==> src/rtl/mc_controller.sv <==
// Multi-cycle control FSM for an RV32I core: sequences FETCH/DECODE/EXEC/MEM/WB over a
// shared datapath, counts retired instructions and halts on illegal opcodes or memory timeouts.
module mc_controller #(
  parameter int unsigned MEM_TIMEOUT = 255,
  parameter int unsigned CNT_W       = 32
) (
  input  logic             clk,
  input  logic             rst,
  input  logic [6:0]       opcode_i,
  input  logic             br_taken_i,
  input  logic             imem_ack_i,
  input  logic             dmem_ack_i,
  output logic             imem_req_o,
  output logic             dmem_req_o,
  output logic             dmem_we_o,
  output logic             ir_we_o,
  output logic             pc_we_o,
  output logic [1:0]       pc_sel_o,
  output logic [1:0]       alu_a_sel_o,
  output logic             alu_b_sel_o,
  output logic [1:0]       alu_op_o,
  output logic             rf_we_o,
  output logic [1:0]       wb_sel_o,
  output logic [CNT_W-1:0] instret_o,
  output logic             halt_o,
  output logic [1:0]       cause_o
);

  typedef enum logic [2:0] {
    S_FETCH, S_DECODE, S_EXEC, S_MEM, S_WB, S_TRAP
  } state_e;

  localparam logic [6:0] OPC_LUI    = 7'b0110111;
  localparam logic [6:0] OPC_AUIPC  = 7'b0010111;
  localparam logic [6:0] OPC_JAL    = 7'b1101111;
  localparam logic [6:0] OPC_JALR   = 7'b1100111;
  localparam logic [6:0] OPC_BRANCH = 7'b1100011;
  localparam logic [6:0] OPC_LOAD   = 7'b0000011;
  localparam logic [6:0] OPC_STORE  = 7'b0100011;
  localparam logic [6:0] OPC_OP_IMM = 7'b0010011;
  localparam logic [6:0] OPC_OP     = 7'b0110011;

  localparam logic [1:0] CAUSE_NONE = 2'd0;
  localparam logic [1:0] CAUSE_ILL  = 2'd1;
  localparam logic [1:0] CAUSE_IMEM = 2'd2;
  localparam logic [1:0] CAUSE_DMEM = 2'd3;

  // 17 bits holds any MEM_TIMEOUT up to 65535 plus the comparison headroom.
  localparam int TMO_W = 17;

  state_e             state_q, state_d;
  logic [TMO_W-1:0]   cnt_q, cnt_d;
  logic [1:0]         cause_q, cause_d;
  logic [CNT_W-1:0]   instret_q, instret_d;

  logic [TMO_W-1:0]   cnt_inc;
  logic               timed_out;
  logic               is_legal;
  logic               is_mem_op;
  logic [1:0]         alu_a_dec;
  logic               alu_b_dec;
  logic [1:0]         alu_op_dec;

  always_comb begin
    // NOTE: every variable gets a default before the case so no path leaves it unassigned,
    // which would otherwise infer a latch.
    is_legal   = 1'b0;
    alu_a_dec  = 2'd0;
    alu_b_dec  = 1'b0;
    alu_op_dec = 2'd0;
    case (opcode_i)
      OPC_OP:     begin is_legal = 1'b1; alu_op_dec = 2'd1; end
      OPC_OP_IMM: begin is_legal = 1'b1; alu_b_dec = 1'b1; alu_op_dec = 2'd2; end
      OPC_LUI:    begin is_legal = 1'b1; alu_a_dec = 2'd2; alu_b_dec = 1'b1; end
      OPC_AUIPC:  begin is_legal = 1'b1; alu_a_dec = 2'd1; alu_b_dec = 1'b1; end
      OPC_LOAD,
      OPC_STORE:  begin is_legal = 1'b1; alu_b_dec = 1'b1; end
      OPC_BRANCH,
      OPC_JAL,
      OPC_JALR:   is_legal = 1'b1;
      default:    is_legal = 1'b0;
    endcase
  end

  assign is_mem_op = (opcode_i == OPC_LOAD) || (opcode_i == OPC_STORE);

  // State register.
  always_ff @(posedge clk) begin
    if (rst) begin
      state_q   <= S_FETCH;
      cnt_q     <= '0;
      cause_q   <= CAUSE_NONE;
      instret_q <= '0;
    end else begin
      // NOTE: non-blocking assignments so every flop samples the pre-edge values.
      state_q   <= state_d;
      cnt_q     <= cnt_d;
      cause_q   <= cause_d;
      instret_q <= instret_d;
    end
  end

  // Next-state logic; the timeout counter only runs while a request waits for ack.
  always_comb begin
    state_d   = state_q;
    cnt_d     = '0;
    cause_d   = cause_q;
    cnt_inc   = cnt_q + TMO_W'(1);
    timed_out = (cnt_inc == TMO_W'(MEM_TIMEOUT));
    case (state_q)
      S_FETCH: begin
        if (imem_ack_i) begin
          state_d = S_DECODE;
        end else if (timed_out) begin
          state_d = S_TRAP;
          cause_d = CAUSE_IMEM;
        end else begin
          cnt_d = cnt_inc;
        end
      end
      S_DECODE: begin
        if (is_legal) begin
          state_d = S_EXEC;
        end else begin
          state_d = S_TRAP;
          cause_d = CAUSE_ILL;
        end
      end
      S_EXEC: begin
        if (opcode_i == OPC_BRANCH) state_d = S_FETCH;
        else if (is_mem_op)         state_d = S_MEM;
        else                        state_d = S_WB;
      end
      S_MEM: begin
        if (dmem_ack_i) begin
          state_d = (opcode_i == OPC_STORE) ? S_FETCH : S_WB;
        end else if (timed_out) begin
          state_d = S_TRAP;
          cause_d = CAUSE_DMEM;
        end else begin
          cnt_d = cnt_inc;
        end
      end
      S_WB:    state_d = S_FETCH;
      S_TRAP:  state_d = S_TRAP;
      default: state_d = S_FETCH;
    endcase
  end

  // Moore output decode; rst forces everything low in the same cycle to abort in-flight requests.
  always_comb begin
    imem_req_o  = 1'b0;
    dmem_req_o  = 1'b0;
    dmem_we_o   = 1'b0;
    ir_we_o     = 1'b0;
    pc_we_o     = 1'b0;
    pc_sel_o    = 2'd0;
    alu_a_sel_o = 2'd0;
    alu_b_sel_o = 1'b0;
    alu_op_o    = 2'd0;
    rf_we_o     = 1'b0;
    wb_sel_o    = 2'd0;
    halt_o      = 1'b0;
    cause_o     = CAUSE_NONE;
    instret_o   = '0;
    if (!rst) begin
      cause_o   = cause_q;
      instret_o = instret_q;
      case (state_q)
        S_FETCH: begin
          imem_req_o = 1'b1;
          ir_we_o    = imem_ack_i;
        end
        S_EXEC: begin
          alu_a_sel_o = alu_a_dec;
          alu_b_sel_o = alu_b_dec;
          alu_op_o    = alu_op_dec;
          if (opcode_i == OPC_BRANCH) begin
            pc_we_o  = 1'b1;
            pc_sel_o = br_taken_i ? 2'd1 : 2'd0;
          end
        end
        S_MEM: begin
          dmem_req_o  = 1'b1;
          dmem_we_o   = (opcode_i == OPC_STORE);
          alu_a_sel_o = alu_a_dec;
          alu_b_sel_o = alu_b_dec;
          alu_op_o    = alu_op_dec;
          pc_we_o     = dmem_ack_i && (opcode_i == OPC_STORE);
        end
        S_WB: begin
          // ALU selects stay on so a combinational ALU result is still valid at the rd write.
          alu_a_sel_o = alu_a_dec;
          alu_b_sel_o = alu_b_dec;
          alu_op_o    = alu_op_dec;
          rf_we_o     = 1'b1;
          pc_we_o     = 1'b1;
          if (opcode_i == OPC_LOAD)                               wb_sel_o = 2'd1;
          else if (opcode_i == OPC_JAL || opcode_i == OPC_JALR)   wb_sel_o = 2'd2;
          if (opcode_i == OPC_JAL)       pc_sel_o = 2'd1;
          else if (opcode_i == OPC_JALR) pc_sel_o = 2'd2;
        end
        S_TRAP:  halt_o = 1'b1;
        default: ;
      endcase
    end
  end

  // Every pc_we_o pulse is a retirement; TRAP never drives pc_we_o.
  always_comb begin
    instret_d = instret_q + CNT_W'(pc_we_o);
  end

endmodule

==> config.mk <==
export PLATFORM = sky130hd
export DESIGN_NAME = mc_controller
export DESIGN_NICKNAME = d
export VERILOG_FILES = /design/src/rtl/mc_controller.sv
export SDC_FILE = /design/constraint.sdc
export NUM_CORES = 1
export LEC_CHECK = 0
export BUFFER_PORTS_ARGS = -buffer_cell sky130_fd_sc_hd__clkbuf_2
export CAP_MARGIN = 20
export CORE_MARGIN = 2
export CORE_UTILIZATION = 41
export CTS_CLUSTER_DIAMETER = 120
export DETAILED_ROUTE_END_ITERATION = 8
export GPL_ROUTABILITY_DRIVEN = 1
export PLACE_DENSITY = 0.59
export SETUP_SLACK_MARGIN = 0.5
export SYNTH_ARGS = -nofsm -noshare
export SYNTH_HDL_FRONTEND = slang
export SYNTH_SLANG_ARGS = --single-unit
==> constraint.sdc <==
create_clock -name clk -period 5.8 [get_ports clk]
set_input_delay 1.16 -clock clk [delete_from_list [all_inputs] [get_ports clk]]
set_output_delay 1.16 -clock clk [all_outputs]
set_load 0.005 [all_outputs]
# [Word-level counts from Yosys, hierarchy flattened]
# Index checks and enable logic that the tools add are counted.
[word_totals] elab_cells=90 output_inout_bits=50 inputBits=12 ff_bits=54
[op_classes] add_sub_neg=2 eq_ne=20 n_reduce_logical=9 n_mux=55
[ops] op="$mux W17" n=3
[ops] op="$mux W2" n=17
[ops] op="$pmux W17 S2" n=1
[ops] op="$add A32 B1 Y32" n=1
[ops] op="$mux W32" n=1
[ops] op="$eq A7 B6 Y1 const B" n=3
[ops] op="$eq A7 B7 Y1 const B" n=3
[ops] op="$mux W3" n=7
[ops] op="$mux W1" n=20
[ops] op="$add A17 B1 Y17 const B" n=1
[ops] op="$eq A17 B8 Y1 const B" n=1
[ops] op="$pmux W3 S5" n=1
[ops] op="$eq A7 B5 Y1 const B" n=2
[ops] op="$pmux W2 S2" n=3
[ops] op="$ne A2 B2 Y1 const B" n=5
[ops] op="$reduce_or A9 Y1" n=1
[ops] op="$eq A7 B2 Y1 const B" n=1
[ops] op="$eq A3 B2 Y1 const B" n=2
[ops] op="$eq A3 B3 Y1 const B" n=2
[ops] op="$pmux W2 S3" n=1
[ops] op="$reduce_and A6 Y1" n=1
[ops] op="$reduce_or A5 Y1" n=1
[ops] op="$eq A3 B1 Y1 const B" n=1
[ops] op="$logic_not A3 Y1" n=1
[ops] op="other kinds (5)" n=6

# [Longest topological paths before layout]
# Gate-level depths: netlist (run 1).
[depth] depth_word=6 depth_mapped=15

# [Least setup slack after synthesis (run 1)]
# No wires, ideal clock.
[synth_path] path_type="in2reg" startpoint="input opcode_i[2]" endpoint="register instret_q[27]" path_buffers=2 setup_ps=128 t_required_ps=5672 stages=14 arrival_ps=3736 path_slack_ps=1937 path_cell_list="buf_2 or3_1 nor2_1 a21oi_1 o21ai_0 nor2b_1 ha_1 and3_1 clkbuf_1 nand4_1 nor3_1 nand4_1 xor2_1 nor2_1"
[synth_between] elab_chain_len=5 word_cells_on_any_way=7 classes_between="add/sub: 1; eq/ne: 2; mux: 3; reduce/logical: 1"
[synth_lines] item="start: declaration" line="9" source="input logic [6:0] opcode_i,"
[synth_lines] item="$eq A7 B7 Y1 or $eq A7 B6 Y1 (tied branches)" line="178, 189"
[synth_lines] item="$mux W1 or $logic_and A1 B1 Y1 (tied branches)" line="178, 189"
[synth_lines] item="$pmux W1 S3 (*)" line="169" source="case (state_q)"
[synth_lines] item="$mux W1 (*)" line="166" source="if (!rst) begin"
[synth_lines] item="named net pc_we_o" line="17" source="output logic pc_we_o,"
[synth_lines] item="$add A32 B1 Y32 (*)" line="211" source="instret_d = instret_q + CNT_W'(pc_we_o);"
[synth_lines] item="end signal: assignment" line="99" source="instret_q <= instret_d;"
[synth_lines] item="end: declaration" line="54" source="logic [CNT_W-1:0] instret_q, instret_d;"
# Mark *: on every way through the listed nets, which the timed path passes. The rest lies on a longest branch.
# A chain may end at the register's enable or synchronous reset.

# [Worst setup path in the final report (run 1)]
[layout_path] startpoint="input opcode_i[3]" endpoint="register instret_q[22]"
[layout_between] elab_chain_len=5 word_cells_on_any_way=7 classes_between="add/sub: 1; eq/ne: 2; mux: 3; reduce/logical: 1"
[layout_lines] item="$eq A7 B7 Y1 or $eq A7 B6 Y1 (tied branches)" line="178, 189"
[layout_lines] item="$mux W1 or $logic_and A1 B1 Y1 (tied branches)" line="178, 189"
[layout_lines] item="$pmux W1 S3 (*)" line="169"
[layout_lines] item="$mux W1 (*)" line="166"
[layout_lines] item="$add A32 B1 Y32 (*)" line="211"
# Every way passes the cells marked *; elsewhere a longest branch is shown, timed or not.

==> reports/results.md, run 1 <==
• Final GP Congestion: 0.8384
• Max-Slew Margin vs Limit: 45.46%
• vias post-DR: 2692
• final hold violations: 0
• number of buffer and inverter stages on the critical path: 1
• remaining global-route overflow: 0
• Slowest cell on crit path: sky130_fd_sc_hd__nor3_1
• setup repair after global routing missed its margin: false
• Hold Buf Count CTS: 0
• ratio of routed vias to standard cells: 4.994
• Hold/Removal Path Class: reg -> reg
• number of flops mapped to enable cells by yosys: 0
• CP top delay family: simple AND/OR/NAND/NOR gates
• Iter 0 DRT Violations: 151
• final setup vio count: 0
• Worst EP required: 5.98 ns
• asr flop ratio synth: 0%
• Period minus WS final: 3.992 ns
• delay of the slowest cell on the worst path: 0.60 ns
• Antenna Violating Nets Remaining: 0
• number of buffers inserted during clock tree synthesis: 5
• Fillers: 756
• syn nets: 406
• number of nets in the layout: 455
• pin slew with the least headroom to its limit: 0.8150 ns
• total half-perimeter wirelength after legalization and detailed placement: 4791 µm
• floorplan die area: 8236 µm²
• register bit count reported by yosys: 54
• total number of yosys warnings: 0
• synthesis-to-finish area growth: 14.60%
• Final Non-Filler Cells: 539
• arrival time at the worst endpoint: 4.17 ns
• # clock sinks: 54
• clock-pin slew reported for the worst setup and hold paths after clock tree synthesis: 0.10 ns
• Worst Hold Margin: 0.4989 ns
• kind of launch point of the worst setup path: input pin
• starting utilization of the core area: 42.54%
• library cell used as clock root buffer: sky130_fd_sc_hd__clkbuf_8
• total power per unit cell area: 181.9 nW/µm²
• all-layer global routing usage: 16.25%
• wire length of the first global-routing pass: 11440 µm
• share of post-route cells with drive strength above 1: 18.18%
• Total Neg Setup Slack: 0 ns
• Post-Synthesis Cell Area: 3085 µm²
• # DRC: 0
• Placed Instances: 531
• critical-path cell list: clkbuf_2, nand3b_1, or3_1, nor2_1, a21oi_1, o21ai_0, nor2b_1, ha_1, ha_1, and2_1, nand4_1, nor3_1, nand4_1, xor2_1, nor2_1
• vias in the first global route: 2551
• input/output buffers: 61
• TritonRoute pass-1 iters: 4
• IR Drop Worst-Case VDD: 0.1041 mV
• top fanout value on the critical path: 6
• antenna cells: 0
• number of H-tree levels: 2
• most frequent standard cell in the layout excluding fill and tap cells: sky130_fd_sc_hd__clkbuf_2
• result of the run: finished clean
• io pins: 62
• final routed wirelength across all metal layers: 6389 µm
• number of max-slew violations in the final report: 0
• drt wl/cell: 11.85 µm
• number of setup buffers added after CTS: 0
• maximum root-to-sink buffer count: 2
• post-synthesis sequential area ratio: 35.04%
• fin crit share: 68.84%
• number of instances resized during post-cts repair: 0
• Fmax achieved: 250.5 MHz
• initial antenna violation count: 0
• CP Capture Type: register
• Tot Pwr: 0.6433 mW
• max-cap check violation count: 0
• overall die width: 90.75 µm
• Avg Inst Size Synth: 7.911 µm²
• placeable core area: 7253 µm²
• clock tree from TritonCTS: yes
• core occupancy in the finished layout: 48.75%
• maximum number of pins on one net before global-route repair: 52
• static power due to leakage: 1.359 nW
• Row Count: 31
• clock latency on the worst-skew pair: 0.31 ns
• Synth Instances: 390
• most frequently used flop master after synthesis: sky130_fd_sc_hd__dfxtp_1
• top library cells by usage in the layout, fill and taps aside: sky130_fd_sc_hd__clkbuf_2 (61), sky130_fd_sc_hd__dfxtp_1 (54), sky130_fd_sc_hd__nor2_1 (52)
• Final Skew: 0.01859 ns
• Worst Setup Path Type: in -> reg
• height of the die: 90.75 µm
• number of different library cells in the post-synthesis netlist: 45
-- metrics by stage --
step	setup slack (ns)	instance area, µm²
after floorplan	1.937	3085
after global placement	1.636	3442
after detailed placement	1.526	3442
after CTS	1.838	3536
after global routing	1.424	3536
final	1.808	3536
-- per-layer routing --
metal  part of all wire [%]  track usage, %  up-vias
li1                       -               -     1427
met1                     49           21.31     1222
met2                     47           27.92       39
met3                    3.2           3.339        4
met4                   0.69           2.692        0
met5                      0               0        -
-- report_power, final --
part	leakage [nW]	switching, mW	total, mW	internal (mW)
Clock	0.0447	0.130	0.217	0.0875
Combinational	0.879	0.0306	0.0471	0.0164
Sequential	0.436	0.00527	0.379	0.374
Total	1.36	0.166	0.643	0.477
-- cells by family after synthesis --
logic type	count (synthesis)	synth area share (%)
muxes	4	1.298
and+or+nand+nor	217	37.75
AOI/OAI and AO/OA	36	7.827
buffers and inverters	31	3.933
DFF	54	35.04
adders and majority gates	5	1.947
xor gates and xnor gates	43	12.21
-- area by class of cell --
class	count	area, µm²	share of cell area, %
clock buffer	5	68.82	1.946
clock inverter	3	25.02	0.7077
inverter	11	41.29	1.168
multi-input combinational	305	1883	53.26
sequential	54	1081	30.57
tap	99	123.9	3.503
timing repair buffer	62	312.8	8.846
-- flip-flops by register name (all words and copies together), names as in the netlist --
| signal | count |
|---|---|
| cause_q | 2 |
| state_q | 3 |
| cnt_q | 17 |
| instret_q | 32 |
-- worst register-to-register path, stage by stage, from the launching register on --
cell and delay [ns]:
sky130_fd_sc_hd__dfxtp_1 0.56, sky130_fd_sc_hd__nor2b_1 0.26, sky130_fd_sc_hd__nand2_1 0.07, sky130_fd_sc_hd__nor2_1 0.16, sky130_fd_sc_hd__a21oi_1 0.09, sky130_fd_sc_hd__o21ai_0 0.12
sky130_fd_sc_hd__nor2b_1 0.21, sky130_fd_sc_hd__ha_1 0.20, sky130_fd_sc_hd__ha_1 0.17, sky130_fd_sc_hd__and2_1 0.19, sky130_fd_sc_hd__nand4_1 0.21, sky130_fd_sc_hd__nor3_1 0.60
sky130_fd_sc_hd__nand4_1 0.19, sky130_fd_sc_hd__xor2_1 0.16, sky130_fd_sc_hd__nor2_1 0.05
-- cell usage after synthesis, types with 5 or more instances --
master                     count  area [µm²]
sky130_fd_sc_hd__nor2b_1      41       256.5
sky130_fd_sc_hd__nor4_1        8       50.05
sky130_fd_sc_hd__nand2_1      28       105.1
sky130_fd_sc_hd__dfxtp_1      54        1081
sky130_fd_sc_hd__nor2_1       52       195.2
sky130_fd_sc_hd__nor3_1       20       100.1
sky130_fd_sc_hd__nand3_1      14       70.07
sky130_fd_sc_hd__xor2_1       26       227.7
sky130_fd_sc_hd__a21oi_1      12       60.06
sky130_fd_sc_hd__nand4_1      15       93.84
sky130_fd_sc_hd__or2_2         5       31.28
sky130_fd_sc_hd__inv_1        11       41.29
sky130_fd_sc_hd__xnor2_1      17       148.9
sky130_fd_sc_hd__clkbuf_1     15       56.30
sky130_fd_sc_hd__or3_1         7       43.79
sky130_fd_sc_hd__o21ai_0       9       45.04
sky130_fd_sc_hd__and3_1        7       43.79
-- path summary, 6_finish.rpt --
kind | start | endpoint | slack (ns) | depth (start not counted)
hold / removal | cause_q[1] | cause_q[1] | 0.50 | 1
setup / recovery | opcode_i[3] | instret_q[22] | 1.81 | 15
hold reg to reg | cause_q[1] | cause_q[1] | 0.50 | 1
setup reg to reg | state_q[1] | instret_q[22] | 2.44 | 14
Note: power is estimated with default switching activity, not from simulation.
==> inputs of run 2 (changes only) <==
--- a/config.mk
+++ b/config.mk
@@ -12,7 +12,7 @@
 export CTS_CLUSTER_DIAMETER = 120
 export DETAILED_ROUTE_END_ITERATION = 8
 export GPL_ROUTABILITY_DRIVEN = 1
-export PLACE_DENSITY = 0.59
+export PLACE_DENSITY = 0.62
 export SETUP_SLACK_MARGIN = 0.5
 export SYNTH_ARGS = -nofsm -noshare
 export SYNTH_HDL_FRONTEND = slang
==> constraint.sdc (replaced) <==
create_clock -name clk -period 3.5 [get_ports clk]
set_input_delay 0.7 -clock clk [delete_from_list [all_inputs] [get_ports clk]]
set_output_delay 0.7 -clock clk [all_outputs]
set_load 0.005 [all_outputs]
==> reports/results.md, run 2 (synthesis gave the netlist of run 1 again) <==
• result of the run: finished clean
• all-layer global routing usage: 16.15%
• Worst R2R End: instret_q[18]
• # clock sinks: 54
• drt wl/cell: 12.31 µm
• starting utilization of the core area: 42.54%
• TritonRoute pass-1 iters: 4
• top fanout value on the critical path: 4
• vias post-DR: 2809
• largest registers: instret_q x32, cnt_q x17, state_q x3
• Final GP Congestion: 0.8635
• # DRC: 0
• maximum number of pins on one net before global-route repair: 37
• Max-Slew Margin vs Limit: 58.08%
• io pins: 62
• antenna cells: 0
• static power due to leakage: 1.448 nW
• Period minus WS final: 2.971 ns
• height of the die: 90.75 µm
• initial antenna violation count: 0
• clock latency on the worst-skew pair: 0.30 ns
• setup slack on the worst flop-to-flop path: 0.82 ns
• floorplan die area: 8236 µm²
• wire length of the first global-routing pass: 11330 µm
• most frequent standard cell in the layout excluding fill and tap cells: sky130_fd_sc_hd__clkbuf_2
• Hold/Removal Path Class: reg -> reg
• clock-pin slew reported for the worst setup and hold paths after clock tree synthesis: 0.09 ns
• max FFs per register: 32
• Tot Pwr: 1.122 mW
• Worst EP required: 3.69 ns
• endpoint of the most critical setup path: instret_q[18]
• total half-perimeter wirelength after legalization and detailed placement: 4852 µm
• Total Neg Setup Slack: 0 ns
• maximum root-to-sink buffer count: 2
• share of post-route cells with drive strength above 1: 22.44%
• number of H-tree levels: 2
• final routed wirelength across all metal layers: 6756 µm
• library cell used as clock root buffer: sky130_fd_sc_hd__clkbuf_8
• Hold Buf Count CTS: 0
• launching point of the worst reg2reg path: state_q[2]
• IR Drop Worst-Case VDD: 0.1512 mV
• Fmax achieved: 336.5 MHz
• CP Capture Type: register
• final setup vio count: 0
• largest register by flop count: instret_q
• kind of launch point of the worst setup path: input pin
• delay of the slowest cell on the worst path: 0.43 ns
• total power per unit cell area: 300.9 nW/µm²
• vias in the first global route: 2460
• number of max-slew violations in the final report: 0
• Final Skew: 0.009563 ns
• max-cap check violation count: 0
• final hold violations: 0
• worst-case reg-to-reg path depth: 15
• fin crit share: 84.90%
• clock tree from TritonCTS: yes
• arrival time at the worst endpoint: 3.16 ns
• setup repair after global routing missed its margin: true
• top library cells by usage in the layout, fill and taps aside: sky130_fd_sc_hd__clkbuf_2 (60), sky130_fd_sc_hd__dfxtp_1 (54), sky130_fd_sc_hd__nor2_1 (49)
• number of buffers inserted during clock tree synthesis: 5
• remaining global-route overflow: 0
• CP Launch Point: opcode_i[3]
• Iter 0 DRT Violations: 127
• overall die width: 90.75 µm
• placeable core area: 7253 µm²
• ratio of routed vias to standard cells: 5.117
• Row Count: 31
• critical-path cell list: buf_6, nand3b_1, or3_4, nor2_4, nand4b_1, o21ai_1, nor2b_4, ha_4, ha_4, and2_4, nand4_1, buf_4, nor2_4, nand3_2, xor2_1, nor2_1
• pin slew with the least headroom to its limit: 0.6272 ns
• number of nets in the layout: 465
• Slowest cell on crit path: sky130_fd_sc_hd__or3_4
• Worst Setup Path Type: in -> reg
• synthesis-to-finish area growth: 20.88%
• input/output buffers: 61
• Antenna Violating Nets Remaining: 0
run 2: changes by cell type in the layout (fill, tap and decap cells not counted), sizes merged:
cell and delta:
inv -1, clkbuf +1, bufinv +1, clkinvlp -1, clkinv -1, buf +11
run 2: area by class of cell:
type	instances	area, µm²
clock buffers	7	76.32
clock inverters	1	30.03
fillers	735	3523
inverters	11	41.29
multi-input cells	305	1979
flip-flops and latches	54	1081
well taps	99	123.9
repair buffers	72	397.9
run 2: where the power goes:
group	switching (mW)	internal (mW)	total, mW
logic	0.0527	0.0311	0.0838
registers	0.00872	0.619	0.628
clock network	0.196	0.214	0.411
run 2: critical path: cells and delay by family:
kind | cells | cell delay, ns
buffers and inverters | 2 | 0.31
XOR/XNOR | 1 | 0.14
adder cells (fa/ha/maj) | 2 | 0.27
AND/OR/NAND/NOR | 10 | 1.65
AO/OA/AOI/OAI | 1 | 0.10
run 2: how the worst min path moves through the flow:
| stage | startpoint | endpoint | cells after the start |
|---|---|---|---|
| finish | cause_q[1] | cause_q[1] | 1 |
| global route | cause_q[1] | cause_q[1] | 1 |
| CTS | cause_q[1] | cause_q[1] | 1 |
| detailed placement | cause_q[1] | cause_q[1] | 1 |
| global placement | cause_q[1] | cause_q[1] | 1 |
| floorplan | cause_q[1] | cause_q[1] | 1 |
run 2: through the flow:
| stage | worst slack, ns | instances | util (%) | hold WS [ns] | area (µm²) |
|---|---|---|---|---|---|
| final | 0.5286 | 549 | 51.42 | 0.4859 | 3730 |
| after global routing | 0.3608 | 549 | 51.42 | 0.5070 | 3730 |
| after CTS | 0.4929 | 545 | 50.23 | 0.4907 | 3643 |
| after detailed placement | 0.09747 | 535 | 48.53 | 0.4679 | 3520 |
| after global placement | 0.2097 | 535 | 48.53 | 0.4599 | 3520 |
| after floorplan | 0.4646 | 390 | - | 0.4409 | 3134 |
run 2: what timing repair did:
item	4_1_cts	5_1_grt
endpoints found under the setup margin	7	19
setup buffers	2	4
pin swaps	1	12
endpoints found under the hold margin	0	0
resized for setup	1	11
run 2: metal layers:
layer	up-vias	GRT usage (%)	share of wire, %
met5	-	0	0
met4	0	3.462	0.75
met3	4	2.838	3.2
met2	39	25.00	46
met1	1313	23.44	51
li1	1453	-	-
